$ cat src/rtl/bit_serial_addsub_if.sv
// Handshake and operand/result bundle for the bit-serial adder/subtractor.
interface bit_serial_addsub_if #(
    parameter int WIDTH = 8
);
    logic             start;
    logic             sub;
    logic [WIDTH-1:0] a;
    logic [WIDTH-1:0] b;
    logic             cin;
    logic             busy;
    logic             done;
    logic [WIDTH-1:0] sum;
    logic             cout;
    logic             ovf;

    modport master (
        output start, sub, a, b, cin,
        input  busy, done, sum, cout, ovf
    );

    modport slave (
        input  start, sub, a, b, cin,
        output busy, done, sum, cout, ovf
    );
endinterface

$ cat src/rtl/bit_serial_addsub.sv
// Bit-serial adder/subtractor: one full adder plus a carry flop processes
// the operands LSB first, one bit per clock, into a SIPO result register.
//
// state | meaning
// IDLE  | waiting for start; results hold last completed value
// SHIFT | one operand bit processed per cycle, WIDTH cycles total
// DONE  | result registered, done pulses; start here chains the next op
module bit_serial_addsub #(
    parameter int WIDTH = 8
) (
    input  logic                  clk,
    input  logic                  rst_n,
    bit_serial_addsub_if.slave    bus
);

    localparam int              CW   = $clog2(WIDTH + 1);
    localparam logic [CW-1:0]   LAST = CW'(WIDTH - 1);

    typedef enum logic [1:0] {
        IDLE  = 2'd0,
        SHIFT = 2'd1,
        DONE  = 2'd2
    } state_t;

    state_t           state;
    state_t           state_next;

    logic [WIDTH-1:0] a_sr;
    logic [WIDTH-1:0] b_sr;
    logic [WIDTH-1:0] sipo;
    logic             carry;
    logic [CW-1:0]    cnt;

    logic [WIDTH-1:0] sum_r;
    logic             cout_r;
    logic             ovf_r;

    logic             load;
    logic             last_bit;
    logic             s_bit;
    logic             c_next;

    // Start is accepted only when no operation is in flight; the full adder
    // works on the current LSBs of the operand shift registers.
    always_comb begin
        load     = bus.start && ((state == IDLE) || (state == DONE));
        last_bit = (state == SHIFT) && (cnt == LAST);
        s_bit    = a_sr[0] ^ b_sr[0] ^ carry;
        c_next   = (a_sr[0] & b_sr[0]) | (a_sr[0] & carry) | (b_sr[0] & carry);
    end

    // State register.
    always_ff @(posedge clk) begin
        if (!rst_n) begin
            state <= IDLE;
        end else begin
            state <= state_next;
        end
    end

    // Next-state logic.
    always_comb begin
        state_next = state;
        case (state)
            IDLE:    if (load) state_next = SHIFT;
            SHIFT:   if (last_bit) state_next = DONE;
            DONE:    state_next = load ? SHIFT : IDLE;
            default: state_next = IDLE;
        endcase
    end

    // Status decode and result outputs.
    always_comb begin
        bus.busy = (state == SHIFT);
        bus.done = (state == DONE);
        bus.sum  = sum_r;
        bus.cout = cout_r;
        bus.ovf  = ovf_r;
    end

    // Operand shift registers, carry flop, SIPO and bit counter.
    // Subtraction is a + ~b + 1, so the carry flop is preset to 1.
    always_ff @(posedge clk) begin
        if (!rst_n) begin
            a_sr  <= '0;
            b_sr  <= '0;
            sipo  <= '0;
            carry <= 1'b0;
            cnt   <= '0;
        end else if (load) begin
            a_sr  <= bus.a;
            b_sr  <= bus.sub ? ~bus.b : bus.b;
            sipo  <= '0;
            carry <= bus.sub ? 1'b1 : bus.cin;
            cnt   <= '0;
        end else if (state == SHIFT) begin
            a_sr  <= a_sr >> 1;
            b_sr  <= b_sr >> 1;
            sipo  <= {s_bit, sipo[WIDTH-1:1]};
            carry <= c_next;
            cnt   <= cnt + CW'(1);
        end
    end

    // Results are captured only on the last bit so they stay stable while
    // the next operation is shifting. On that bit carry holds the carry into
    // the MSB and c_next the carry out of it.
    always_ff @(posedge clk) begin
        if (!rst_n) begin
            sum_r  <= '0;
            cout_r <= 1'b0;
            ovf_r  <= 1'b0;
        end else if (last_bit) begin
            sum_r  <= {s_bit, sipo[WIDTH-1:1]};
            cout_r <= c_next;
            ovf_r  <= carry ^ c_next;
        end
    end

endmodule

$ cat src/flat_wrapper.sv
// flat-port wrapper written by rule: the top's interface ports become plain ports
module bit_serial_addsub_flat 
#(
    parameter int WIDTH = 8
)
  (clk, rst_n, bus_start, bus_sub, bus_a, bus_b, bus_cin, bus_busy, bus_done, bus_sum, bus_cout, bus_ovf);
  bit_serial_addsub_if #(.WIDTH(WIDTH)) bus_i ();
  input  logic clk;
  input  logic rst_n;
  input wire logic [$bits(bus_i.start)-1:0] bus_start;
  input wire logic [$bits(bus_i.sub)-1:0] bus_sub;
  input wire logic [$bits(bus_i.a)-1:0] bus_a;
  input wire logic [$bits(bus_i.b)-1:0] bus_b;
  input wire logic [$bits(bus_i.cin)-1:0] bus_cin;
  output wire logic [$bits(bus_i.busy)-1:0] bus_busy;
  output wire logic [$bits(bus_i.done)-1:0] bus_done;
  output wire logic [$bits(bus_i.sum)-1:0] bus_sum;
  output wire logic [$bits(bus_i.cout)-1:0] bus_cout;
  output wire logic [$bits(bus_i.ovf)-1:0] bus_ovf;
  assign bus_i.start = bus_start;
  assign bus_i.sub = bus_sub;
  assign bus_i.a = bus_a;
  assign bus_i.b = bus_b;
  assign bus_i.cin = bus_cin;
  assign bus_busy = bus_i.busy;
  assign bus_done = bus_i.done;
  assign bus_sum = bus_i.sum;
  assign bus_cout = bus_i.cout;
  assign bus_ovf = bus_i.ovf;
  bit_serial_addsub #(.WIDTH(WIDTH)) u_core (.clk(clk), .rst_n(rst_n), .bus(bus_i));
endmodule
$ cat config.mk
export PLATFORM = sky130hd
export DESIGN_NAME = bit_serial_addsub_flat
export DESIGN_NICKNAME = d
export VERILOG_FILES = /design/src/rtl/bit_serial_addsub_if.sv /design/src/rtl/bit_serial_addsub.sv /design/src/flat_wrapper.sv
export SDC_FILE = /design/constraint.sdc
export NUM_CORES = 1
export LEC_CHECK = 0
export ABC_AREA = 0
export BUFFER_PORTS_ARGS = -buffer_cell sky130_fd_sc_hd__buf_4
export CAP_MARGIN = 5
export CORE_MARGIN = 3
export CORE_UTILIZATION = 45
export DETAILED_ROUTE_END_ITERATION = 10
export HOLD_SLACK_MARGIN = 0.02
export PLACE_DENSITY = 0.67
export REMOVE_ABC_BUFFERS = 1
export SKIP_LAST_GASP = 1
export SLEW_MARGIN = 20
export SYNTH_ARGS = -nofsm -noshare
export SYNTH_HDL_FRONTEND = slang
export SYNTH_SLANG_ARGS = --single-unit
$ cat constraint.sdc
create_clock -name clk -period 1.9 [get_ports clk]
set_clock_uncertainty 0.05 [all_clocks]
set_input_delay 0.475 -clock clk [delete_from_list [all_inputs] [get_ports clk]]
set_output_delay 0.475 -clock clk [all_outputs]
set_load 0.03 [all_outputs]
# Word level (Yosys, flattened, before mapping)
# Index checks and enable logic that the tools add are counted.
# totals
mem_count	0
ff_bits	41
in_bits	21
ramBits	0
mem_bits_ro	0
latchBits	0
# classes
n_reduce_logical	7
n_shift	0
eq_ne	5
mux	12
n_lt_le_gt_ge	0
n_div	0
bitwise_logic	10
mul	0
add_sub_neg	1
# op_table
cell	count
$mux W8	5
$not A8 Y8	1
$pmux W2 S3	1
$add A4 B1 Y4 const B	1
$eq A4 B3 Y1 const B	1
$mux W1	4
$mux W2	2
$ne A2 B1 Y1 const B	2
$and A1 B1 Y1	3
$xor A1 B1 Y1	3
$eq A2 B1 Y1 const B	1
$eq A2 B2 Y1 const B	1
$logic_and A1 B1 Y1	2
$logic_not A2 Y1	1
$or A1 B1 Y1	2
$reduce_and A2 Y1	1
$reduce_bool A2 Y1	1
$reduce_or A2 Y1	1
$logic_or A1 B1 Y1	1
$not A1 Y1	1

# Longest topological paths before layout
# Gate-level depths: netlist (run 1).
# logic_depth
depth_word	5
mapped_depth	5
ltp_nobuf	4

# Worst setup path after synthesis (run 1)
# OpenSTA, ideal clock, no wires.
# synth_path
path_kind	reg-to-output
from	register u_core.state[1]
to	output port bus_busy
slack_ps	516
arrival_ps	859
stages_incl_launch_ff	4
cell_sequence	dfxtp_1 -> nand2b_2 -> inv_2 -> buf_2
# synth_via
elab_chain_cells	1
# synth_rtl
item	line_no	source
start, declared	bit_serial_addsub.sv:25	state_t state;
start signal, assigned	bit_serial_addsub.sv:57	state <= state_next;
$eq A2 B1 Y1	bit_serial_addsub.sv:74	bus.busy = (state == SHIFT);
end, declared	flat_wrapper.sv:15	output wire logic [$bits(bus_i.busy)-1:0] bus_busy;
# Every way passes these cells.

# Worst setup path in the final report (run 1)
# Ends and elaborated chain as after synthesis.

==> impl_metrics.py, run 1 <==
metrics = {
    "yosys": {
        "ys_async_sr_fraction_pct": 0,
        "synth-main-ff-cell": "dfxtp_1",
        "synth-seq-cells": 40,
        "syn-instance-count": 191,
        "synth-edff-count": 0,
        "avgSynthCellArea_um2": 8.85,
        "yosysSeqAreaShare_pct": 47.4,
        "yosysUniqueCellTypes": 28,
        "yosysWarnings": 0,
        "syn_area_um2": 1690,
    },
    "cts": {
        "worst_skew_pair.late_latency_ps": 300,
        "postCtsResizedCells": 0,
        "cts_setup_buffers": 0,
        "hold_buffers": 0,
        "cts_made_buffers": 5,
        "cts_tree": "done",
        "cts_sinks": 40,
        "htree_levels": 2,
        "path_clk_slew_ps": 70,
        "clockBufferDepth": 2,
        "root_buffer": "clkbuf_8",
    },
    "worst_setup_path": {
        "path_cells": "nand2b_2 > inv_2 > buf_4",
        "end_kind": "output pin",
        "start_kind": "register",
        "critPathMaxFanout": 8,
        "rrSetupSlack_ps": 400,
        "path_buf_inv": 2,
        "path_class": "register to output pin",
        "cp_top_family": "flip-flops",
        "required_ps": 1370,
        "cp_slowest_cell": "dfxtp_1",
        "arrival_ps": 1120,
        "critical_path.max_stage_delay_ps": 320,
    },
    "global_route": {
        "track_usage_pct": 16.8,
        "overflow": 0,
        "antenna_found_initial": 0,
        "grt_pass1_wl_um": 5770,
        "grt_pass1_vias": 1314,
        "grt_max_degree": 31,
    },
    "sta": {
        "tightest_slew_ps": 384,
        "rsz0062_at_grt": "no",
        "maxSlewViolCount": 0,
        "holdWs_ps": 407,
        "period_share_pct": 86.8,
        "fmax_mhz": 606,
        "tns_ps": 0,
        "hold_viol_final": 0,
        "slew_headroom_pct": 74.3,
        "min_period_ps": 1650,
        "finalSetupViolCount": 0,
    },
    "power": {
        "p_leak_nw": 0.791,
        "finalPower_mw": 1.71,
        "power_density_nw_per_um2": 845,
        "ir_drop_v": 0.000471,
    },
    "routing": {
        "drtAntennaViolNets": 0,
        "vias_per_cell": 5.27,
        "first_pass_iters": 4,
        "drc": 0,
        "routed_wl_um": 3460,
        "wl_per_cell_um": 13.0,
        "drt_iter0_drc": 51,
        "vias": 1406,
    },
    "floorplanning": {
        "die_h_um": 67.3,
        "core_area_um2": 3470,
        "die_width_um": 67.3,
        "initial_core_util_pct": 48.7,
        "die_area_um2": 4530,
        "io_pins": 33,
        "fp-row-count": 21,
    },
    "final_layout": {
        "area_growth_pct": 20.1,
        "nFillCells": 341,
        "nNetsFinal": 243,
        "multi_input_area_um2": 801,
        "final_common_cell": "dfxtp_1",
        "drive_gt1_share_pct": 22.2,
        "diodes": 0,
        "final-seq-area_um2": 801,
        "layout_common_cells": "dfxtp_1, nand2_1, buf_4",
    },
    "min_path": {
        "min_path_type": "register to register",
    },
    "status": {
        "status": "finished clean",
    },
    "placed_design": {
        "dp.final_hpwl_um": 2400,
        "place_congestion": 0.687,
        "io_buffers": 32,
    },
    "job": {
        "maxCapViolCount": 0,
    },
}
[report_power, final]
group / internal (mW) / switching, mW
combinational: 0.0995 / 0.129
clock: 0.290 / 0.293
sequential: 0.878 / 0.0251
total: 1.27 / 0.447
[layer usage]
layer  part of all wire [%]  global-route usage [%]  vias to the layer above  wire length [µm]
met3                    6.0                    4.16                        5               208
met5                      0                       0                        -                 0
met2                     49                    29.1                       42              1690
met1                     44                    19.2                      645              1510
met4                    1.7                    8.35                        0                59
li1                       -                       -                      714                 -
[final timing paths]
path	start	to	cells past startpoint
setup / recovery	u_core.state[1]	bus_busy	3
hold / removal	u_core.sipo[1]	u_core.sipo[1]	2
setup reg to reg	u_core.cnt[0]	u_core.bus.cout	4
hold reg to reg	u_core.sipo[1]	u_core.sipo[1]	2
[final cells by class]
class | instances | area share [%]
Timing Repair Buffer | 36 | 13.3
Tap cell | 46 | 2.84
Clock inverter | 2 | 0.493
Inverter | 2 | 0.370
Multi-Input combinational cell | 135 | 39.5
Clock buffer | 6 | 4.07
Sequential cell | 40 | 39.5
[synthesized netlist by cell type (all sizes together) (2+ instances only)]
| master | number | area share, % |
|---|---|---|
| nand3 | 5 | 1.5 |
| clkbuf | 4 | 0.89 |
| a21oi | 13 | 3.8 |
| nand2b | 2 | 0.89 |
| buf | 10 | 3.9 |
| inv | 2 | 0.44 |
| nand3b | 2 | 0.89 |
| o21ai | 3 | 0.89 |
| nand2 | 39 | 8.7 |
| dfxtp | 40 | 47 |
| o22ai | 11 | 4.1 |
| nor2b | 2 | 0.74 |
| mux2i | 10 | 5.9 |
| nor2 | 4 | 1.9 |
| xor2 | 9 | 4.7 |
| xnor2 | 2 | 1.0 |
| a31oi | 2 | 0.74 |
| nor3 | 24 | 7.1 |
| a22oi | 2 | 0.89 |
[state kept, by name, indices dropped and copies added (netlist names)]
signal and flops:
u_core.a_sr 8, u_core.b_sr 8, u_core.bus.sum 8, u_core.sipo 7
u_core.cnt 4, u_core.state 2, u_core.bus.cout 1, u_core.bus.ovf 1
u_core.carry 1
[cell families (layout without fill, tap and decap cells)]
family,Yosys count,after routing,share of synthesized area (%)
buffers and inverters,16,46,5.26
AO/OA/AOI/OAI,33,33,11.8
multiplexers,10,10,5.92
AND/OR/NAND/NOR,79,79,22.0
XOR/XNOR,11,11,5.70
flip-flops,40,40,47.4
adder cells (fa/ha/maj),2,2,1.92
[metrics by stage]
stage | utilization [%] | area [µm²] | setup WS (ps) | std cells
2_1_floorplan | - | 1610 | 228 | 177
3_3_place_gp | 55.8 | 1940 | 492 | 259
3_5_place_dp | 55.8 | 1940 | 421 | 259
4_1_cts | 58.5 | 2030 | 243 | 267
5_1_grt | 58.5 | 2030 | 213 | 267
6_report | 58.5 | 2030 | 250 | 267
[worst reg2reg max path, cell delays in order (launching register included)]
cell and delay (ps):
dfxtp_1 370, ha_1 200, nand3b_1 280, nor2_8 300
mux2i_1 220
Power figures use the tool's default switching activity.
==> run 2: changes to the inputs <==
--- a/config.mk
+++ b/config.mk
@@ -12,7 +12,7 @@
 export CORE_UTILIZATION = 45
 export DETAILED_ROUTE_END_ITERATION = 10
 export HOLD_SLACK_MARGIN = 0.02
-export PLACE_DENSITY = 0.67
+export PLACE_DENSITY = 0.65
 export REMOVE_ABC_BUFFERS = 1
 export SKIP_LAST_GASP = 1
 export SLEW_MARGIN = 20
==> run 2 against run 1 <==
Clock power grew 14%; via count grew 0.36%; fmax shrank 3.1%; critical path type unchanged; worst hold slack gained 0.62 ps; combinational power is essentially flat; register-to-register slack is essentially flat; sequential share of layout area shrank 0.29 points; count of clock-buffer cells in the layout is the same; flip-flop and latch count is the same; sequential power is essentially flat; critical path depth is the same; largest power group unchanged; critical endpoint unchanged.
==> impl_metrics.py, run 2 (synthesis gave the netlist of run 1 again) <==
metrics = {
    "sta": {
        "hold_viol_final": 0,
        "period_share_pct": 89.6,
        "rsz0062_at_grt": "no",
        "tns_ps": 0,
        "fmax_mhz": 588,
        "min_period_ps": 1700,
        "tightest_slew_ps": 387,
        "maxSlewViolCount": 0,
        "finalSetupViolCount": 0,
        "slew_headroom_pct": 74.1,
    },
    "global_route": {
        "grt_pass1_vias": 1380,
        "antenna_found_initial": 0,
        "grt_max_degree": 31,
        "overflow": 0,
        "grt_pass1_wl_um": 5990,
        "track_usage_pct": 17.2,
    },
    "routing": {
        "routed_wl_um": 3440,
        "vias_per_cell": 5.28,
        "vias": 1411,
        "drtAntennaViolNets": 0,
        "first_pass_iters": 4,
        "wl_per_cell_um": 12.9,
        "drt_iter0_drc": 67,
        "drc": 0,
    },
    "power": {
        "power_density_nw_per_um2": 879,
        "ir_drop_v": 0.000577,
        "finalPower_mw": 1.80,
        "p_leak_nw": 0.795,
    },
    "cts": {
        "postCtsResizedCells": 0,
        "clockBufferDepth": 2,
        "cts_tree": "done",
        "cts_sinks": 40,
        "worst_skew_pair.late_latency_ps": 290,
        "cts_setup_buffers": 0,
        "hold_buffers": 0,
        "htree_levels": 2,
        "path_clk_slew_ps": 80,
        "root_buffer": "clkbuf_8",
        "cts_made_buffers": 5,
    },
    "floorplanning": {
        "die_width_um": 67.3,
        "fp-row-count": 21,
        "core_area_um2": 3470,
        "initial_core_util_pct": 48.7,
        "die_h_um": 67.3,
        "io_pins": 33,
        "die_area_um2": 4530,
    },
    "final_layout": {
        "nNetsFinal": 243,
        "design_area_um2": 2040,
        "diodes": 0,
        "area_growth_pct": 20.9,
        "drive_gt1_share_pct": 21.7,
        "layout_common_cells": "dfxtp_1, nand2_1, buf_4",
        "nFillCells": 333,
        "final_common_cell": "dfxtp_1",
    },
    "job": {
        "maxCapViolCount": 0,
    },
    "placed_design": {
        "place_congestion": 0.803,
        "io_buffers": 32,
        "dp.final_hpwl_um": 2340,
        "placed_area_um2": 1940,
    },
    "worst_setup_path": {
        "cp_slowest_cell": "dfxtp_1",
        "path_class": "register to output pin",
        "start_kind": "register",
        "critPathMaxFanout": 12,
        "path_cells": "nand2b_2 > inv_2 > buf_4",
        "required_ps": 1370,
        "critical_path.max_stage_delay_ps": 320,
        "end_kind": "output pin",
        "arrival_ps": 1180,
    },
    "status": {
        "status": "finished clean",
    },
    "min_path": {
        "min_path_type": "register to register",
    },
}
-- run 2: changes by cell type in the layout (fill, tap and decap cells not counted) --
cell       delta
clkbuf_1      +1
clkinv_2      -1
clkbuf_8      -1
bufinv_16     +1
-- run 2: final cells by class --
type	count	area, µm²	share of cell area, %
clock buffer	6	72.6	3.55
clock inverter	2	35.0	1.71
inverter	2	7.51	0.367
multi-input combinational	135	801	39.2
sequential	40	801	39.2
tap	46	57.6	2.82
timing repair buffer	36	270	13.2
-- run 2: worst max-delay path: cells and delay by family, from the launching register on --
kind | cells | cell delay (ps)
AND/OR/NAND/NOR | 1 | 180
flip-flops | 1 | 320
buffers and inverters | 2 | 380
-- run 2: final timing paths --
kind	from	end	slack [ps]	depth (start not counted)
setup / recovery	u_core.state[1]	bus_busy	200	3
hold / removal	u_core.bus.sum[2]	u_core.bus.sum[2]	410	2
setup reg to reg	u_core.cnt[0]	u_core.bus.sum[7]	410	4
hold reg to reg	u_core.bus.sum[2]	u_core.bus.sum[2]	410	2
-- run 2: power breakdown --
group / leakage (nW) / switching [mW] / internal, mW / total (mW)
Combinational: 0.413 / 0.128 / 0.0994 / 0.227
Sequential: 0.326 / 0.0254 / 0.878 / 0.904
Clock: 0.0552 / 0.276 / 0.390 / 0.665
-- run 2: routing by layer --
metal,up-vias,track usage [%],part of all wire (%)
li1,715,-,-
met1,657,21.0,47
met2,37,29.0,48
met3,2,5.16,5.0
met4,0,5.57,0.38
met5,-,0,0
-- run 2: stage by stage --
step / util (%) / setup slack [ps] / hold slack, ps / cells
2_1_floorplan: - / 228 / 387 / 177
3_3_place_gp: 55.8 / 515 / 394 / 259
3_5_place_dp: 55.8 / 422 / 399 / 259
4_1_cts: 58.9 / 192 / 412 / 267
5_1_grt: 58.9 / 135 / 426 / 267
6_report: 58.9 / 198 / 408 / 267
